===== config.mk =====
export PLATFORM = sky130hd
export DESIGN_NAME = stack_op_sequencer_flat
export DESIGN_NICKNAME = d
export VERILOG_FILES = /design/src/rtl/stack_pkg.sv /design/src/rtl/stack_op_sequencer_if.sv /design/src/rtl/stack_op_alu.sv /design/src/rtl/stack_op_sequencer.sv /design/src/flat_wrapper.sv
export SDC_FILE = /design/constraint.sdc
export NUM_CORES = 1
export LEC_CHECK = 0
export CORE_ASPECT_RATIO = 1.25
export CORE_MARGIN = 10
export CORE_UTILIZATION = 54
export CTS_CLUSTER_SIZE = 24
export DETAILED_ROUTE_END_ITERATION = 8
export PLACE_DENSITY = 0.81
export RECOVER_POWER = 100
export SLEW_MARGIN = 20
export SYNTH_ARGS = -nofsm -noshare
export SYNTH_HDL_FRONTEND = slang
export SYNTH_SLANG_ARGS = --single-unit

===== constraint.sdc =====
create_clock -name clock -period 4.75 [get_ports clock]
set_input_delay 0.475 -clock clock [delete_from_list [all_inputs] [get_ports clock]]
set_output_delay 0.475 -clock clock [all_outputs]
set_load 0.03 [all_outputs]

===== src/rtl/stack_pkg.sv =====
// Shared definitions for the stack, its command sequencer and the top level:
// opcodes, sequencer state encoding and default geometry.
package stack_pkg;

    localparam int WIDTH_DEF = 16;
    localparam int DEPTH_DEF = 4;

    localparam logic [2:0] OP_NOP  = 3'd0;
    localparam logic [2:0] OP_PUSH = 3'd1;
    localparam logic [2:0] OP_POP  = 3'd2;
    localparam logic [2:0] OP_DUP  = 3'd3;
    localparam logic [2:0] OP_ADD  = 3'd4;
    localparam logic [2:0] OP_SUB  = 3'd5;
    localparam logic [2:0] OP_AND  = 3'd6;
    localparam logic [2:0] OP_SWAP = 3'd7;

    localparam logic [2:0] ST_IDLE   = 3'd0;
    localparam logic [2:0] ST_PUSH_A = 3'd1;
    localparam logic [2:0] ST_POP_A  = 3'd2;
    localparam logic [2:0] ST_POP_B  = 3'd3;
    localparam logic [2:0] ST_WB     = 3'd4;
    localparam logic [2:0] ST_WB2    = 3'd5;

endpackage


===== src/rtl/stack_op_sequencer_if.sv =====
// Command handshake between an opcode source (master) and the sequencer (slave).
interface stack_op_sequencer_if
    import stack_pkg::*;
#(
    parameter int WIDTH = WIDTH_DEF
);

    logic             cmd_valid;
    logic             cmd_ready;
    logic [2:0]       cmd_op;
    logic [WIDTH-1:0] cmd_imm;

    modport master (output cmd_valid, output cmd_op, output cmd_imm, input cmd_ready);
    modport slave  (input cmd_valid, input cmd_op, input cmd_imm, output cmd_ready);

endinterface


===== src/rtl/stack_op_alu.sv =====
// Combinational result for the binary stack ops; b is next-on-stack, a is top.
module stack_op_alu
    import stack_pkg::*;
#(
    parameter int WIDTH = WIDTH_DEF
) (
    input  logic [2:0]       op,
    input  logic [WIDTH-1:0] a,
    input  logic [WIDTH-1:0] b,
    output logic [WIDTH-1:0] result
);

    always_comb begin
        result = a;
        case (op)
            OP_ADD:  result = b + a;
            OP_SUB:  result = b - a;
            OP_AND:  result = b & a;
            default: result = a;
        endcase
    end

endmodule


===== src/rtl/stack_op_sequencer.sv =====
// Sequences push/pop/write_data of a shift stack from one opcode per handshake,
// tracking occupancy so overflow and underflow are blocked and flagged.
module stack_op_sequencer
    import stack_pkg::*;
#(
    parameter int WIDTH = WIDTH_DEF,
    parameter int DEPTH = DEPTH_DEF
) (
    input  logic                         clock,
    input  logic                         reset_n,
    stack_op_sequencer_if.slave          cmd,
    output logic                         stack_push,
    output logic                         stack_pop,
    output logic [WIDTH-1:0]             stack_write_data,
    input  logic [WIDTH-1:0]             stack_read_data,
    output logic [$clog2(DEPTH+1)-1:0]   depth,
    output logic                         err_overflow,
    output logic                         err_underflow
);

    localparam int DW = $clog2(DEPTH+1);
    localparam logic [DW-1:0] FULL = DW'(DEPTH);
    localparam logic [DW-1:0] ONE  = DW'(1);
    localparam logic [DW-1:0] TWO  = DW'(2);

    logic [2:0]       state;
    logic [2:0]       next_state;
    logic [2:0]       op_reg;
    logic [WIDTH-1:0] a_reg;
    logic [WIDTH-1:0] b_reg;
    logic [WIDTH-1:0] alu_result;
    logic             accept;
    logic             needs_two;
    logic             underflow_hit;
    logic             overflow_hit;

    assign cmd.cmd_ready = (state == ST_IDLE);
    assign accept        = cmd.cmd_valid && cmd.cmd_ready;

    stack_op_alu #(.WIDTH(WIDTH)) u_alu (
        .op     (op_reg),
        .a      (a_reg),
        .b      (b_reg),
        .result (alu_result)
    );

    // Underflow takes priority, so a DUP on an empty stack only flags underflow.
    always_comb begin
        needs_two     = (cmd.cmd_op == OP_ADD) || (cmd.cmd_op == OP_SUB) ||
                        (cmd.cmd_op == OP_AND) || (cmd.cmd_op == OP_SWAP);
        underflow_hit = (((cmd.cmd_op == OP_POP) || (cmd.cmd_op == OP_DUP)) && (depth == '0)) ||
                        (needs_two && (depth < TWO));
        overflow_hit  = !underflow_hit &&
                        ((cmd.cmd_op == OP_PUSH) || (cmd.cmd_op == OP_DUP)) && (depth == FULL);
    end

    always_comb begin
        next_state = state;
        case (state)
            ST_IDLE: begin
                if (accept && !underflow_hit && !overflow_hit) begin
                    case (cmd.cmd_op)
                        OP_PUSH, OP_DUP:                      next_state = ST_PUSH_A;
                        OP_POP, OP_ADD, OP_SUB, OP_AND, OP_SWAP: next_state = ST_POP_A;
                        default:                              next_state = ST_IDLE;
                    endcase
                end
            end
            ST_PUSH_A: next_state = ST_IDLE;
            ST_POP_A:  next_state = (op_reg == OP_POP) ? ST_IDLE : ST_POP_B;
            ST_POP_B:  next_state = ST_WB;
            ST_WB:     next_state = (op_reg == OP_SWAP) ? ST_WB2 : ST_IDLE;
            ST_WB2:    next_state = ST_IDLE;
            default:   next_state = ST_IDLE;
        endcase
    end

    // The stack drive is a pure function of state plus the latched operands.
    always_comb begin
        stack_push       = 1'b0;
        stack_pop        = 1'b0;
        stack_write_data = '0;
        case (state)
            ST_PUSH_A: begin
                stack_push       = 1'b1;
                stack_write_data = a_reg;
            end
            ST_POP_A, ST_POP_B: stack_pop = 1'b1;
            ST_WB: begin
                stack_push       = 1'b1;
                stack_write_data = (op_reg == OP_SWAP) ? a_reg : alu_result;
            end
            ST_WB2: begin
                stack_push       = 1'b1;
                stack_write_data = b_reg;
            end
            default: ;
        endcase
    end

    always_ff @(posedge clock) begin
        if (!reset_n) begin
            state         <= ST_IDLE;
            op_reg        <= OP_NOP;
            a_reg         <= '0;
            b_reg         <= '0;
            depth         <= '0;
            err_overflow  <= 1'b0;
            err_underflow <= 1'b0;
        end else begin
            state <= next_state;
            if (accept) begin
                op_reg <= cmd.cmd_op;
                a_reg  <= (cmd.cmd_op == OP_PUSH) ? cmd.cmd_imm : stack_read_data;
                if (underflow_hit) err_underflow <= 1'b1;
                if (overflow_hit)  err_overflow  <= 1'b1;
            end
            // During POP_B the stack presents the former second entry.
            if (state == ST_POP_B) b_reg <= stack_read_data;
            if (stack_push && (depth != FULL))
                depth <= depth + ONE;
            else if (stack_pop && (depth != '0))
                depth <= depth - ONE;
        end
    end

endmodule


===== src/flat_wrapper.sv =====
// flat-port wrapper written by rule: the top's interface ports become plain ports
module stack_op_sequencer_flat import stack_pkg::*;
#(
    parameter int WIDTH = WIDTH_DEF,
    parameter int DEPTH = DEPTH_DEF
)
  (clock, reset_n, stack_push, stack_pop, stack_write_data, stack_read_data, depth, err_overflow, err_underflow, cmd_cmd_valid, cmd_cmd_op, cmd_cmd_imm, cmd_cmd_ready);
  stack_op_sequencer_if #(.WIDTH(WIDTH)) cmd_i ();
  input  logic clock;
  input  logic reset_n;
  output logic stack_push;
  output logic stack_pop;
  output logic [WIDTH-1:0] stack_write_data;
  input  logic [WIDTH-1:0] stack_read_data;
  output logic [$clog2(DEPTH+1)-1:0] depth;
  output logic err_overflow;
  output logic err_underflow;
  input wire logic [$bits(cmd_i.cmd_valid)-1:0] cmd_cmd_valid;
  input wire logic [$bits(cmd_i.cmd_op)-1:0] cmd_cmd_op;
  input wire logic [$bits(cmd_i.cmd_imm)-1:0] cmd_cmd_imm;
  output wire logic [$bits(cmd_i.cmd_ready)-1:0] cmd_cmd_ready;
  assign cmd_i.cmd_valid = cmd_cmd_valid;
  assign cmd_i.cmd_op = cmd_cmd_op;
  assign cmd_i.cmd_imm = cmd_cmd_imm;
  assign cmd_cmd_ready = cmd_i.cmd_ready;
  stack_op_sequencer #(.WIDTH(WIDTH), .DEPTH(DEPTH)) u_core (.clock(clock), .reset_n(reset_n), .cmd(cmd_i), .stack_push(stack_push), .stack_pop(stack_pop), .stack_write_data(stack_write_data), .stack_read_data(stack_read_data), .depth(depth), .err_overflow(err_overflow), .err_underflow(err_underflow));
endmodule

Yosys cells after proc, flatten, opt, wreduce, memory -nomap -nowiden
Cells that the tools add are included.
{"block": "word_totals", "output_inout_bits": 24, "register_bits": 43}
{"block": "op_classes", "order_cmp": 1, "n_eq_ne": 20, "add_sub_neg": 4, "bitwise": 1, "mux": 13, "n_reduce_logical": 27}
{"op": "$pmux W16 S3", "count": 2}
{"op": "$eq A3 B3 Y1 const B", "count": 11}
{"op": "$mux W16", "count": 2}
{"op": "$add A16 B16 Y16", "count": 1}
{"op": "$and A16 B16 Y16", "count": 1}
{"op": "$sub A16 B16 Y16", "count": 1}
{"op": "$eq A3 B2 Y1 const B", "count": 5}
{"op": "$mux W3", "count": 4}
{"op": "$pmux W3 S4", "count": 1}
{"op": "$logic_and A1 B1 Y1", "count": 9}
{"op": "$eq A3 B1 Y1 const B", "count": 2}
{"op": "$logic_not A3 Y1", "count": 2}
{"op": "$logic_or A1 B1 Y1", "count": 6}
{"op": "$reduce_or A5 Y1", "count": 1}
{"op": "$pmux W2 S2", "count": 1}
{"op": "$reduce_and A2 Y1", "count": 2}
{"op": "$reduce_or A2 Y1", "count": 2}
{"op": "$add A3 B1 Y3 const B", "count": 1}
{"op": "$lt A3 B2 Y1 const B", "count": 1}
{"op": "$ne A3 B3 Y1 const B", "count": 1}
{"op": "$reduce_bool A3 Y1", "count": 1}
{"op": "$reduce_or A3 Y1", "count": 1}
{"op": "$sub A3 B1 Y3 const B", "count": 1}
{"op": "$logic_not A1 Y1", "count": 2}
{"op": "other kinds (4)", "count": 5}

Longest topological paths before layout
{"block": "depth", "ltp_word": 13, "ltp_mapped": 14, "ltp_nobuf": 13}

By module
Synthesis repeated with hierarchy kept, for this count alone.
{"block": "unflattened", "cells_unflattened": 470, "area_unflattened_um2": 3611.0}
{"module": "stack_op_sequencer", "area_per_inst_um2": 2210.9, "cells_per_inst": 253, "n_inst": 1, "seq_area_each_um2": 860.8}
{"module": "stack_op_alu", "area_per_inst_um2": 1400.1, "cells_per_inst": 217, "n_inst": 1, "seq_area_each_um2": 0.0}

Least setup slack after synthesis
No wires, ideal clock.
{"block": "synth_timing", "kind": "register to output", "start": "register u_core.op_reg[1]", "end": "output stack_write_data[6]", "n_path_buf": 1, "required_time_ns": 4.275, "path_stages_with_launch": 13, "slack_ns": 0.952, "arrival_ns": 3.323, "cell_sequence": "dfxtp_1 -> clkbuf_1 -> and2b_2 -> nand2_1 -> o21ai_0 -> fa_1 -> nand2b_1 -> a21oi_1 -> o21ai_0 -> nor2b_1 -> xnor2_1 -> a221oi_1 -> nor4_1"}
{"block": "synth_between", "elab_chain_cells": 4, "word_cells_on_any_way": 7, "cone_classes": "eq/ne: 4; mux: 3"}
{"element": "from (decl)", "line": "stack_op_sequencer.sv:28", "rtl": "logic [2:0] op_reg;"}
{"element": "from (signal assigned)", "line": "stack_op_sequencer.sv:113", "rtl": "op_reg <= cmd.cmd_op;"}
{"element": "$eq A3 B3 Y1", "line": "stack_op_alu.sv:15", "rtl": "case (op)"}
{"element": "$pmux W16 S3", "line": "stack_op_alu.sv:15"}
{"element": "$mux W16 (*)", "line": "stack_op_sequencer.sv:91", "rtl": "stack_write_data = (op_reg == OP_SWAP) ? a_reg : alu_result;"}
{"element": "$pmux W16 S3 (*)", "line": "stack_op_sequencer.sv:83", "rtl": "case (state)"}
{"element": "to (decl)", "line": "flat_wrapper.sv:13", "rtl": "output logic [WIDTH-1:0] stack_write_data;"}
Mark *: on every way between the ends. The rest lies on a longest branch, timed or not.

Worst setup path in the final report
{"block": "layout_timing", "start": "register u_core.a_reg[1]", "end": "output stack_write_data[11]"}
{"block": "layout_between", "elab_chain_cells": 4, "word_cells_on_any_way": 5, "cone_classes": "add/sub: 2; mux: 3"}
{"element": "from (decl)", "line": "stack_op_sequencer.sv:29", "rtl": "logic [WIDTH-1:0] a_reg;"}
{"element": "from (signal assigned)", "line": "stack_op_sequencer.sv:114", "rtl": "a_reg <= (cmd.cmd_op == OP_PUSH) ? cmd.cmd_imm : stack_read_data;"}
{"element": "$sub A16 B16 Y16 or $add A16 B16 Y16 (tied branches)", "line": "stack_op_alu.sv:17, stack_op_alu.sv:16"}
{"element": "$pmux W16 S3 (*)", "line": "stack_op_alu.sv:15"}
{"element": "$mux W16 (*)", "line": "stack_op_sequencer.sv:91"}
{"element": "$pmux W16 S3 (*)", "line": "stack_op_sequencer.sv:83"}
Marked as above.

==> reports/qor.yml <==
yosys:
  yosysSeqAreaShare_pct: 24.13
  async_flop_share_pct: 0
  ys_ff_latch: 43
  synth-edff-count: 0
  yosysUniqueCellTypes: 59
  yosys_warnings: 0
  synthFlopType: "dfxtp_1"
  syn_area_um2: 3567
  netlist_instances: 489
  syn_nets: 546
  synth_area_per_cell_um2: 7.295
timing:
  worstMarginPinSlew_ns: 1.823
  period_share_pct: 96.38
  drv_slew: 37
  rsz0062_at_grt: "false"
  finalHoldViolations: 0
  setup_viol: 0
  worst_slew_margin_rel_pct: -21.63
  whs_ns: 0.4669
  finClkSkew_ns: 0.003891
  fmax_ghz: 0.2184
  fin_tns_setup_ns: 0
  period_minus_slack_ns: 4.578
floorplan:
  core_area_um2: 6482
  dieArea_um2: 10280
  rows: 33
  dieHeight_um: 110.9
  die_x_um: 92.70
  io_pins: 62
  start_util_pct: 55.03
critical_path:
  cp_max_fo: 5
  critical_path_class: "flop to primary output"
  cp.required_ns: 4.28
  worstPathArrival_ns: 4.10
  cp-start-kind: "flop"
  crit_path_end_kind: "primary output"
drt:
  vias: 3708
  routed_wl_um: 10430
  drt_iter0_drc: 284
  drcViolationCount: 0
  dr.pass1.iters: 6
  wire_per_inst_um: 16.82
  via_per_inst: 5.981
  detail-route-antenna-nets: 0
job:
  max-cap-violations: 1
power_and_ir_drop:
  leakage_nw: 1.672
  p_per_area_nw_per_um2: 228.9
  p_int_mw: 0.6548
  p_clk_share_pct: 26.1
  peakVddDrop_mv: 0.1892
  p_comb_share_pct: 32.1
  switching_share_pct: 33.12
  sequentialPowerShare_pct: 41.8
  switching_power_mw: 0.3242
place:
  dp_hpwl_um: 8063
  place_congestion: 0.8700
  portBuffers: 61
clock_network:
  cts_setup_buffers: 0
  cts_root_buffer: "clkbuf_8"
  cts_num_sinks: 43
  clock_latency_ns: 0.30
  cts_made_buffers: 5
  clockBufferDepth: 2
  cts_htree_levels: 2
  cts_tree: "done"
  clkTransAtPathRegs_ns: 0.08
global_routing:
  antenna_found_initial: 0
  grt_pass1_vias: 3618
  track_usage_pct: 20.00
  grt_max_degree: 40
  grt.overflow.total: 0
  grt_pass1_wl_um: 17460
worst_hold_path:
  hold_class: "flop to flop"
cells_and_area:
  mostFrequentLayoutCell: "nand2_1"
  final_cell_mix: "nand2_1 (70), a21oi_1 (54), nor2_1 (50), dfxtp_1 (42), clkdlybuf4s50_1 (39)"
  num_antenna_cells: 0
  nets: 589
  area_growth_pct: 19.89
  drive_above_1_share_pct: 5.629
  n_fill_cell: 616
outcome:
  outcome: "complete, but fails checks"
  violations: "max-capacitance violations, max-slew violations"
[worst max-delay path, stage by stage, from the launching register on]
cell,delay [ns]
dfxtp_1,0.51
inv_1,0.14
ha_1,0.27
a21oi_1,0.19
xnor2_1,0.15
ha_1,0.29
a21o_1,0.19
or3_1,0.32
o21ai_1,0.31
o21ai_0,0.21
a21oi_1,0.21
xor2_1,0.09
o22ai_1,0.21
clkdlybuf4s50_1,0.72
[power groups by stage]
stage	sequential (mW)	combinational, mW	clock (mW)
after floorplan	0.405	0.228	0
after global placement	0.416	0.306	0
after detailed placement	0.417	0.310	0
after CTS	0.408	0.313	0.255
after global routing	0.412	0.350	0.271
final	0.409	0.314	0.255
[stage by stage]
stage	utilization [%]	cells	cell area, um^2	setup WS [ns]	power (mW)
after floorplan	-	489	3567	0.9520	0.6331
after global placement	64.62	612	4189	0.4075	0.7215
after detailed placement	64.64	612	4190	0.3381	0.7273
after CTS	66.22	620	4293	0.09548	0.9760
after global routing	65.97	620	4277	0.01204	1.033
final	65.97	620	4277	0.1722	0.9790
[worst paths after layout]
path | startpoint | end | slack [ns] | cells past startpoint
worst max-delay path | u_core.a_reg[1]$_SDFFE_PN0P_ | stack_write_data[11] | 0.17 | 13
worst min-delay path | u_core.err_overflow$_SDFFE_PN0P_ | u_core.err_overflow$_SDFFE_PN0P_ | 0.47 | 1
worst max register to register | u_core.state[2]$_SDFFE_PN0P_ | u_core.a_reg[13]$_SDFFE_PN0P_ | 1.63 | 4
worst min register to register | u_core.err_overflow$_SDFFE_PN0P_ | u_core.err_overflow$_SDFFE_PN0P_ | 0.47 | 1
[logic make-up after synthesis]
logic type,count (synthesis),synth area share (%)
xor+xnor,26,6.384
mux,20,5.682
simple gates,172,22.10
fa+ha+maj,19,7.085
flops,43,24.13
buf+inv,45,5.752
compound gates,164,28.87
[final cells by class]
cell class	count	area [um^2]	share of cell area, %
timing repair buffer	69	651.9	15.24
sequential	43	862.1	20.16
inverter	12	45.04	1.053
clock buffer	8	100.1	2.341
tap	87	108.9	2.545
multi-input combinational	401	2509	58.66
[cell usage after synthesis, drive strengths merged, types with 8 or more instances]
| master | number | area [um^2] |
|---|---|---|
| nand2 | 71 | 269.0 |
| a21oi | 54 | 270.3 |
| nor2 | 52 | 195.2 |
| dfxtp | 43 | 860.8 |
| o21ai | 32 | 160.2 |
| a211oi | 23 | 172.7 |
| clkbuf | 21 | 82.58 |
| mux2i | 18 | 180.2 |
| ha | 17 | 212.7 |
| xor2 | 15 | 131.4 |
| nand2b | 14 | 87.58 |
| inv | 12 | 45.04 |
| buf | 11 | 65.06 |
| nor3 | 11 | 55.05 |
| xnor2 | 11 | 96.34 |
| o22ai | 8 | 50.05 |
[per-layer routing]
metal,part of all wire (%),global-route usage (%),up-vias
met2,48,32.97,136
li1,-,-,1835
met4,1.6,5.670,0
met3,7.0,4.065,14
met1,43,25.48,1723
met5,0,0,-
[timing repair]
action,CTS,global route
setup endpoints to repair,1,4
hold buffers,0,0
gates resized for setup,1,4
No activity file was read; power rests on OpenSTA's default activity.
